## src/rtl/zero_loop_if.sv

```systemverilog
// Interface between the loop sequencer and its surroundings.
// It carries the start/done exchange with the control unit and the step
// valid/ready handshake with the ALU step logic.
//   master : the loop sequencer (zero_loop_ctrl)
//   slave  : the control unit and datapath side (testbench or integrator)
// Signals: start, count_in, step_ready, step_valid, count_out, zero_flag,
//          busy, done; plus abort/aborted when LOOP_ABORT_EN is defined.
interface zero_loop_if #(
  parameter int WIDTH = 8
);
  logic             start;
  logic [WIDTH-1:0] count_in;
  logic             step_valid;
  logic             step_ready;
  logic [WIDTH-1:0] count_out;
  logic             zero_flag;
  logic             busy;
  logic             done;
`ifdef LOOP_ABORT_EN
  logic             abort;
  logic             aborted;
`endif

  modport master (
    input  start, count_in, step_ready,
`ifdef LOOP_ABORT_EN
    input  abort,
    output aborted,
`endif
    output step_valid, count_out, zero_flag, busy, done
  );

  modport slave (
    output start, count_in, step_ready,
`ifdef LOOP_ABORT_EN
    output abort,
    input  aborted,
`endif
    input  step_valid, count_out, zero_flag, busy, done
  );
endinterface

```

## src/rtl/zero_loop_ctrl.sv

```systemverilog
// zero_loop_ctrl: loop sequencer for the 8-bit zero-detect datapath.
// It loads an iteration count on start and issues one step request per
// iteration over a valid/ready handshake. It decrements the counter on each
// accepted step and finishes when the counter reaches zero.
// Ports:
//   clk    rising-edge clock
//   rst_n  asynchronous active-low reset
//   bus    zero_loop_if.master (start, count_in, step_ready in;
//          step_valid, count_out, zero_flag, busy, done out;
//          abort in / aborted out when LOOP_ABORT_EN is defined)
// Parameters:
//   WIDTH        counter and count_in width
//   AUTO_RELOAD  1: a start seen in DONE reloads and goes straight back to RUN
// Optional feature macro: LOOP_ABORT_EN. When it is defined, an abort input
// ends a running loop early and sets the sticky aborted flag.
module zero_loop_ctrl #(
  parameter int WIDTH       = 8,
  parameter bit AUTO_RELOAD = 1'b0
) (
  input  logic         clk,
  input  logic         rst_n,
  zero_loop_if.master  bus
);

  typedef enum logic [1:0] {
    S_IDLE = 2'd0,
    S_RUN  = 2'd1,
    S_DONE = 2'd2
  } state_t;

  state_t           state;
  state_t           state_nxt;
  logic [WIDTH-1:0] counter;
  logic             load;
  logic             dec;
  logic             step_valid;
  logic             busy;
  logic             done;
`ifdef LOOP_ABORT_EN
  logic             set_abort;
  logic             aborted;
`endif

  always_ff @(posedge clk or negedge rst_n) begin
    if (!rst_n) begin
      state <= S_IDLE;
    end else begin
      state <= state_nxt;
    end
  end

  always_comb begin
    state_nxt  = state;
    load       = 1'b0;
    dec        = 1'b0;
    step_valid = 1'b0;
    busy       = 1'b0;
    done       = 1'b0;
`ifdef LOOP_ABORT_EN
    set_abort  = 1'b0;
`endif
    case (state)
      S_IDLE: begin
        if (bus.start) begin
          load      = 1'b1;
          // A zero count skips RUN entirely, so no step is ever issued.
          state_nxt = (bus.count_in == '0) ? S_DONE : S_RUN;
        end
      end
      S_RUN: begin
        step_valid = 1'b1;
        busy       = 1'b1;
`ifdef LOOP_ABORT_EN
        // Abort takes priority over a handshake in the same cycle.
        if (bus.abort) begin
          set_abort = 1'b1;
          state_nxt = S_DONE;
        end else if (bus.step_ready) begin
          dec = 1'b1;
          if (counter == WIDTH'(1)) state_nxt = S_DONE;
        end
`else
        if (bus.step_ready) begin
          dec = 1'b1;
          if (counter == WIDTH'(1)) state_nxt = S_DONE;
        end
`endif
      end
      S_DONE: begin
        done      = 1'b1;
        state_nxt = S_IDLE;
        if (AUTO_RELOAD && bus.start) begin
          load      = 1'b1;
          state_nxt = (bus.count_in == '0) ? S_DONE : S_RUN;
        end
      end
      default: state_nxt = S_IDLE;
    endcase
  end

  // The decrement is only enabled in RUN, and RUN is only ever entered or
  // held with counter >= 1, so the counter cannot wrap.
  always_ff @(posedge clk or negedge rst_n) begin
    if (!rst_n) begin
      counter <= '0;
    end else if (load) begin
      counter <= bus.count_in;
    end else if (dec) begin
      counter <= counter - WIDTH'(1);
    end
  end

`ifdef LOOP_ABORT_EN
  // Sticky flag: it records how the previous loop ended and stays set until
  // the next accepted start.
  always_ff @(posedge clk or negedge rst_n) begin
    if (!rst_n) begin
      aborted <= 1'b0;
    end else if (load) begin
      aborted <= 1'b0;
    end else if (set_abort) begin
      aborted <= 1'b1;
    end
  end

  assign bus.aborted = aborted;
`endif

  assign bus.step_valid = step_valid;
  assign bus.busy       = busy;
  assign bus.done       = done;
  assign bus.count_out  = counter;
  assign bus.zero_flag  = ~|counter;

endmodule
```

## src/flat_wrapper.sv

```systemverilog
// flat-port wrapper written by rule: the top's interface ports become plain ports
module zero_loop_ctrl_flat 
#(
  parameter int WIDTH       = 8,
  parameter bit AUTO_RELOAD = 1'b0
)
  (clk, rst_n, bus_start, bus_count_in, bus_step_ready, bus_step_valid, bus_count_out, bus_zero_flag, bus_busy, bus_done);
  zero_loop_if #(.WIDTH(WIDTH)) bus_i ();
  input  logic clk;
  input  logic rst_n;
  input wire logic [$bits(bus_i.start)-1:0] bus_start;
  input wire logic [$bits(bus_i.count_in)-1:0] bus_count_in;
  input wire logic [$bits(bus_i.step_ready)-1:0] bus_step_ready;
  output wire logic [$bits(bus_i.step_valid)-1:0] bus_step_valid;
  output wire logic [$bits(bus_i.count_out)-1:0] bus_count_out;
  output wire logic [$bits(bus_i.zero_flag)-1:0] bus_zero_flag;
  output wire logic [$bits(bus_i.busy)-1:0] bus_busy;
  output wire logic [$bits(bus_i.done)-1:0] bus_done;
  assign bus_i.start = bus_start;
  assign bus_i.count_in = bus_count_in;
  assign bus_i.step_ready = bus_step_ready;
  assign bus_step_valid = bus_i.step_valid;
  assign bus_count_out = bus_i.count_out;
  assign bus_zero_flag = bus_i.zero_flag;
  assign bus_busy = bus_i.busy;
  assign bus_done = bus_i.done;
  zero_loop_ctrl #(.WIDTH(WIDTH), .AUTO_RELOAD(AUTO_RELOAD)) u_core (.clk(clk), .rst_n(rst_n), .bus(bus_i));
endmodule
```

## config.mk

```make
export PLATFORM = sky130hd
export DESIGN_NAME = zero_loop_ctrl_flat
export DESIGN_NICKNAME = d
export VERILOG_FILES = /design/src/rtl/zero_loop_if.sv /design/src/rtl/zero_loop_ctrl.sv /design/src/flat_wrapper.sv
export SDC_FILE = /design/constraint.sdc
export NUM_CORES = 1
export LEC_CHECK = 0
export ABC_AREA = 1
export BUFFER_PORTS_ARGS = -buffer_cell sky130_fd_sc_hd__buf_2
export CAP_MARGIN = 40
export CORE_MARGIN = 2
export CORE_UTILIZATION = 44
export CTS_CLUSTER_SIZE = 8
export DETAILED_ROUTE_END_ITERATION = 7
export PLACE_DENSITY = 0.83
export SETUP_SLACK_MARGIN = 0.4
export SLEW_MARGIN = 25
export SYNTH_ARGS = -nofsm -noshare
export SYNTH_HDL_FRONTEND = slang
export SYNTH_SLANG_ARGS = --single-unit
```

## constraint.sdc

```tcl
create_clock -name clk -period 1 [get_ports clk]
set_input_delay 0.2 -clock clk [delete_from_list [all_inputs] [get_ports clk]]
set_output_delay 0.2 -clock clk [all_outputs]
set_load 0.05 [all_outputs]
```

# Word level (Yosys, flattened, before mapping)
# Index checks and enable logic that the tools add are counted.
[totals] reg_bits=10 latch_bits=0 ramBits=0 romBits=0 input_bits=12 out_inout_bits=12 word_cells=28 memories=0
[op_classes] add_sub_neg=1 multipliers=0 div=0 n_lt_le_gt_ge=0 n_eq_ne=6 shift=0 mux=13 bitwise_logic=0 n_reduce_logical=6
[op_table] cell="8-bit 2-to-1 mux" count=2
[op_table] cell="8-bit by 1-bit == test with 1-bit output, second input constant" count=1
[op_table] cell="8-bit zero test" count=1
[op_table] cell="2-bit 2-to-1 mux" count=4
[op_table] cell="8-bit OR reduction" count=1
[op_table] cell="8-bit by 1-bit subtractor with 8-bit output, second input constant" count=1
[op_table] cell="1-bit 2-to-1 mux" count=6
[op_table] cell="2-bit != test, second input constant" count=2
[op_table] cell="2-bit one-hot mux with 2 select lines" count=1
[op_table] cell="3-bit AND reduction" count=1
[op_table] cell="2-bit by 1-bit == test with 1-bit output, second input constant" count=1
[op_table] cell="2-bit == test, second input constant" count=1
[op_table] cell="2-bit zero test" count=1
[op_table] cell="2-bit by 1-bit != test with 1-bit output, second input constant" count=1
[op_table] cell="2-bit nonzero test" count=1
[op_table] cell="1-bit zero test" count=1

# Logic depth before layout (Yosys ltp)
[depth] depth_word=4 depth_mapped=7 mapped_depth_nobuf=7

# Worst setup path before layout
# OpenSTA, ideal clock, no wires.
[synth_path] path_kind="reg2out" start="register u_core.counter[0], in the netlist u_core.bus.count_out[0]" end="output bus_zero_flag" t_arrival_ns=1.619 slack_ns=-0.819 path_stages_with_launch=5 path_cell_list="dfrtp_1 -> inv_1 -> ha_1 -> nand2_1 -> nor2_1"
[synth_between] elab_chain_cells=2
[synth_lines] element="start: declaration" line_no="zero_loop_ctrl.sv:33" source="logic [WIDTH-1:0] counter;"
[synth_lines] element="start signal: assignment" line_no="zero_loop_ctrl.sv:107" source="counter <= bus.count_in;"
[synth_lines] element="start signal: assignment" line_no="zero_loop_ctrl.sv:109" source="counter <= counter - WIDTH'(1);"
[synth_lines] element="8-bit OR reduction" line_no="zero_loop_ctrl.sv:133" source="assign bus.zero_flag = ~|counter;"
[synth_lines] element="1-bit zero test" line_no="zero_loop_ctrl.sv:133"
[synth_lines] element="end: declaration" line_no="flat_wrapper.sv:16" source="output wire logic [$bits(bus_i.zero_flag)-1:0] bus_zero_flag;"
# Every way passes these cells.

# Worst setup path in the final report
[layout_path] start="register u_core.counter[7], in the netlist u_core.bus.count_out[7]" end="output bus_zero_flag"
# Same word-level chain as after synthesis.

==> impl_metrics.csv <==
group,metric,value,unit
clock_network,clkLatencyLatePin,0.28,ns
setup_path,worst_setup_path_end_kind,"primary output",
floorplanning,die_y,45.7,um
timing,rsz0062_at_grt,"true",
synth,synth_area,766,um^2
floorplanning,core-area,1690,um^2
timing,fin_setup_tns,-6.48,ns
power,power,6.45,mW
drt,wl_per_cell,21.5,um
flow_run,max_cap_viol_count,0,
setup_path,crit_slowest_cell,"dfrtp_2",
floorplanning,dieArea,2090,um^2
timing,hold_ws,0.166,ns
setup_path,path_cells,"nor2_2, nand2_2, nor2_4, buf_8",
timing,max_slew_margin,0.818,
setup_path,start_kind,"register",
clock_network,htreeDepth,1,
placed_design,hpwl,1.78,mm
clock_network,clock_path_buffers,2,
layout,fin_util,0.904,
timing,post-route-worst-setup-slack,-0.449,ns
power,internal_power,3.08,mW
placed_design,port_buffers,23,
layout,final_nets,184,
global_route,grtUsageTotal,0.360,
layout,diodes,0,
power,peakVddDrop,0.00245,V
power,p_switching,3.37,mW
clock_network,cts_tree,"done",
floorplanning,start_util,0.453,
floorplanning,die_w,45.7,um
placed_design,place_inst,167,
hold_path,hold_path.class,"in2reg",
status,violations,"setup timing",
setup_path,rrSetupSlack,-0.38,ns
timing,hold_viol_final,0,
layout,final_cell_mix,"nand2_1 (24), buf_4 (19), buf_6 (13)",
power,pwr-share-clk,0.063,
setup_path,worstPathArrival,1.25,ns
floorplanning,rows,15,
setup_path,reg2regPathDepth,9,
setup_path,required,0.80,ns
layout,drive_above_1_share,0.667,
drt,routed_wl,3.98,mm
global_route,grt_max_degree,11,
drt,drt_first_pass_iters,4,
synth,synth_seq_cells,10,
drt,num_vias,1092,
synth,synthCells,111,
setup_path,cp_max_fo,2,
layout,synthToLayoutAreaGrowth,99.3,%
global_route,first_global_vias,1028,
synth,synth_cell_type_count,21,
timing,max_freq,690,MHz
placed_design,gp_congestion,0.824,
global_route,antenna_found_initial,0,
drt,drt-initial-drc-count,56,
synth,syn_area_per_cell,6.90,um^2
synth,yosysSeqAreaShare,0.327,
status,status,"complete, but fails checks",
hold_path,min_path_cells,3,
layout,final_cell_area,1530,um^2
timing,min_period_over_period,1.45,
timing,clock_skew,0.00123,ns
floorplanning,io_pins,24,
setup_path,worstSetupPathType,"reg2out",
timing,worst_slew_pin_slew,0.273,ns
power,pwr-share-comb,0.798,
power,swShare,0.523,
layout,layout_commonest_cell,"nand2_1",
drt,post_drt_via_cell_ratio,5.90,
setup_path,crit_path_max_incr_delay,0.45,ns
timing,slew_violations,0,
global_route,grt_pass1_wl,5.11,mm
power,p_per_area,4220,nW/um^2
synth,yosys_warnings,0,
placed_design,postPlaceCellArea,1090,um^2
drt,route.detailed.drc,0,
placed_design,place_ws,-0.205,ns
timing,finalWorstPathRequiredPeriod,1.45,ns
drt,ant_nets,0,
power,leakage,0.738,nW
clock_network,path_clk_slew,0.08,ns
synth,synth_nets,126,
layout,finalNonFillerCells,185,
clock_network,clock-sinks,10,
clock_network,root_buffer,"clkbuf_4",
clock_network,numCtsBuffers,3,
timing,setup_viol,22,
power,power.share.sequential,0.139,
global_route,gr-total-overflow,0,
## state kept, by name, summed over array words and instances (netlist names)
name / flops
u_core.bus.count_out: 8
u_core.state: 2
## worst max-delay path, delay by kind of cell, from the launching register on
kind | cells | cell delay (ns)
DFF | 1 | 0.45
and+or+nand+nor | 3 | 0.35
buffers and inverters | 1 | 0.15
## power groups by stage
stage	sequential, mW	combinational, mW	clock, mW
after floorplan	1.44	1.53	0
after global placement	0.803	3.07	0
after detailed placement	0.822	3.20	0
after CTS	0.847	4.27	0.375
after global routing	0.906	5.36	0.410
final	0.898	5.15	0.403
## cells in the mapped netlist, drive strengths merged
cell    instances  share of area
inv            16          0.078
a21oi           1          0.011
nor2           20           0.12
xnor2           1          0.011
nand2          35           0.19
nand3          14           0.11
buf             2          0.025
clkinv          1         0.0065
nand4           1         0.0082
o22ai           2          0.025
o21ai           2          0.013
o21bai          1         0.0098
ha              3          0.049
dfrtp          10           0.33
o211ai          2          0.020
## cell type report
cell class | instances | area, um^2
Sequential cell | 10 | 260
Timing Repair Buffer | 55 | 524
Multi-Input combinational cell | 82 | 611
Inverter | 17 | 73.8
Fill cell | 65 | 163
Clock buffer | 4 | 36.3
Tap cell | 17 | 21.3
## routing by layer
| layer | wire (um) | vias to the layer above | GRT usage |
|---|---|---|---|
| li1 | - | 461 | - |
| met1 | 1440 | 488 | 0.379 |
| met2 | 1790 | 115 | 0.623 |
| met3 | 530 | 28 | 0.135 |
| met4 | 215 | 0 | 0.177 |
| met5 | 0 | - | 0 |
## kinds of logic after synthesis
kind of cell             after synthesis  share of synthesized area
XOR/XNOR                               1                     0.0114
AND/OR/NAND/NOR                       70                      0.425
adder cells (fa/ha/maj)                3                     0.0490
AO/OA/AOI/OAI                          8                     0.0784
buffers and inverters                 19                      0.109
flip-flops                            10                      0.327
## timing repair
action / 4_1_cts / 5_1_grt
buffers inserted: 9 / 4
cloned: 0 / 0
endpoints found under the hold margin: 10 / 0
endpoints found under the setup margin: 22 / 22
hold buffers: 1 / 0
resized for setup: 56 / 25
pin swaps: 8 / 11
## path summary, 6_finish.rpt
check | startpoint | end
worst max-delay path | u_core.bus.count_out[7]$_DFFE_PN0P_ | bus_zero_flag
worst min-delay path | bus_count_in[3] | u_core.bus.count_out[3]$_DFFE_PN0P_
worst max register to register | u_core.bus.count_out[1]$_DFFE_PN0P_ | u_core.state[0]$_DFFE_PN0P_
worst min register to register | u_core.state[0]$_DFFE_PN0P_ | u_core.state[1]$_DFFE_PN0P_
max in group asynchronous | rst_n | u_core.bus.count_out[5]$_DFFE_PN0P_
min in group asynchronous | rst_n | u_core.bus.count_out[7]$_DFFE_PN0P_
Note: power is estimated with default switching activity, not from simulation.
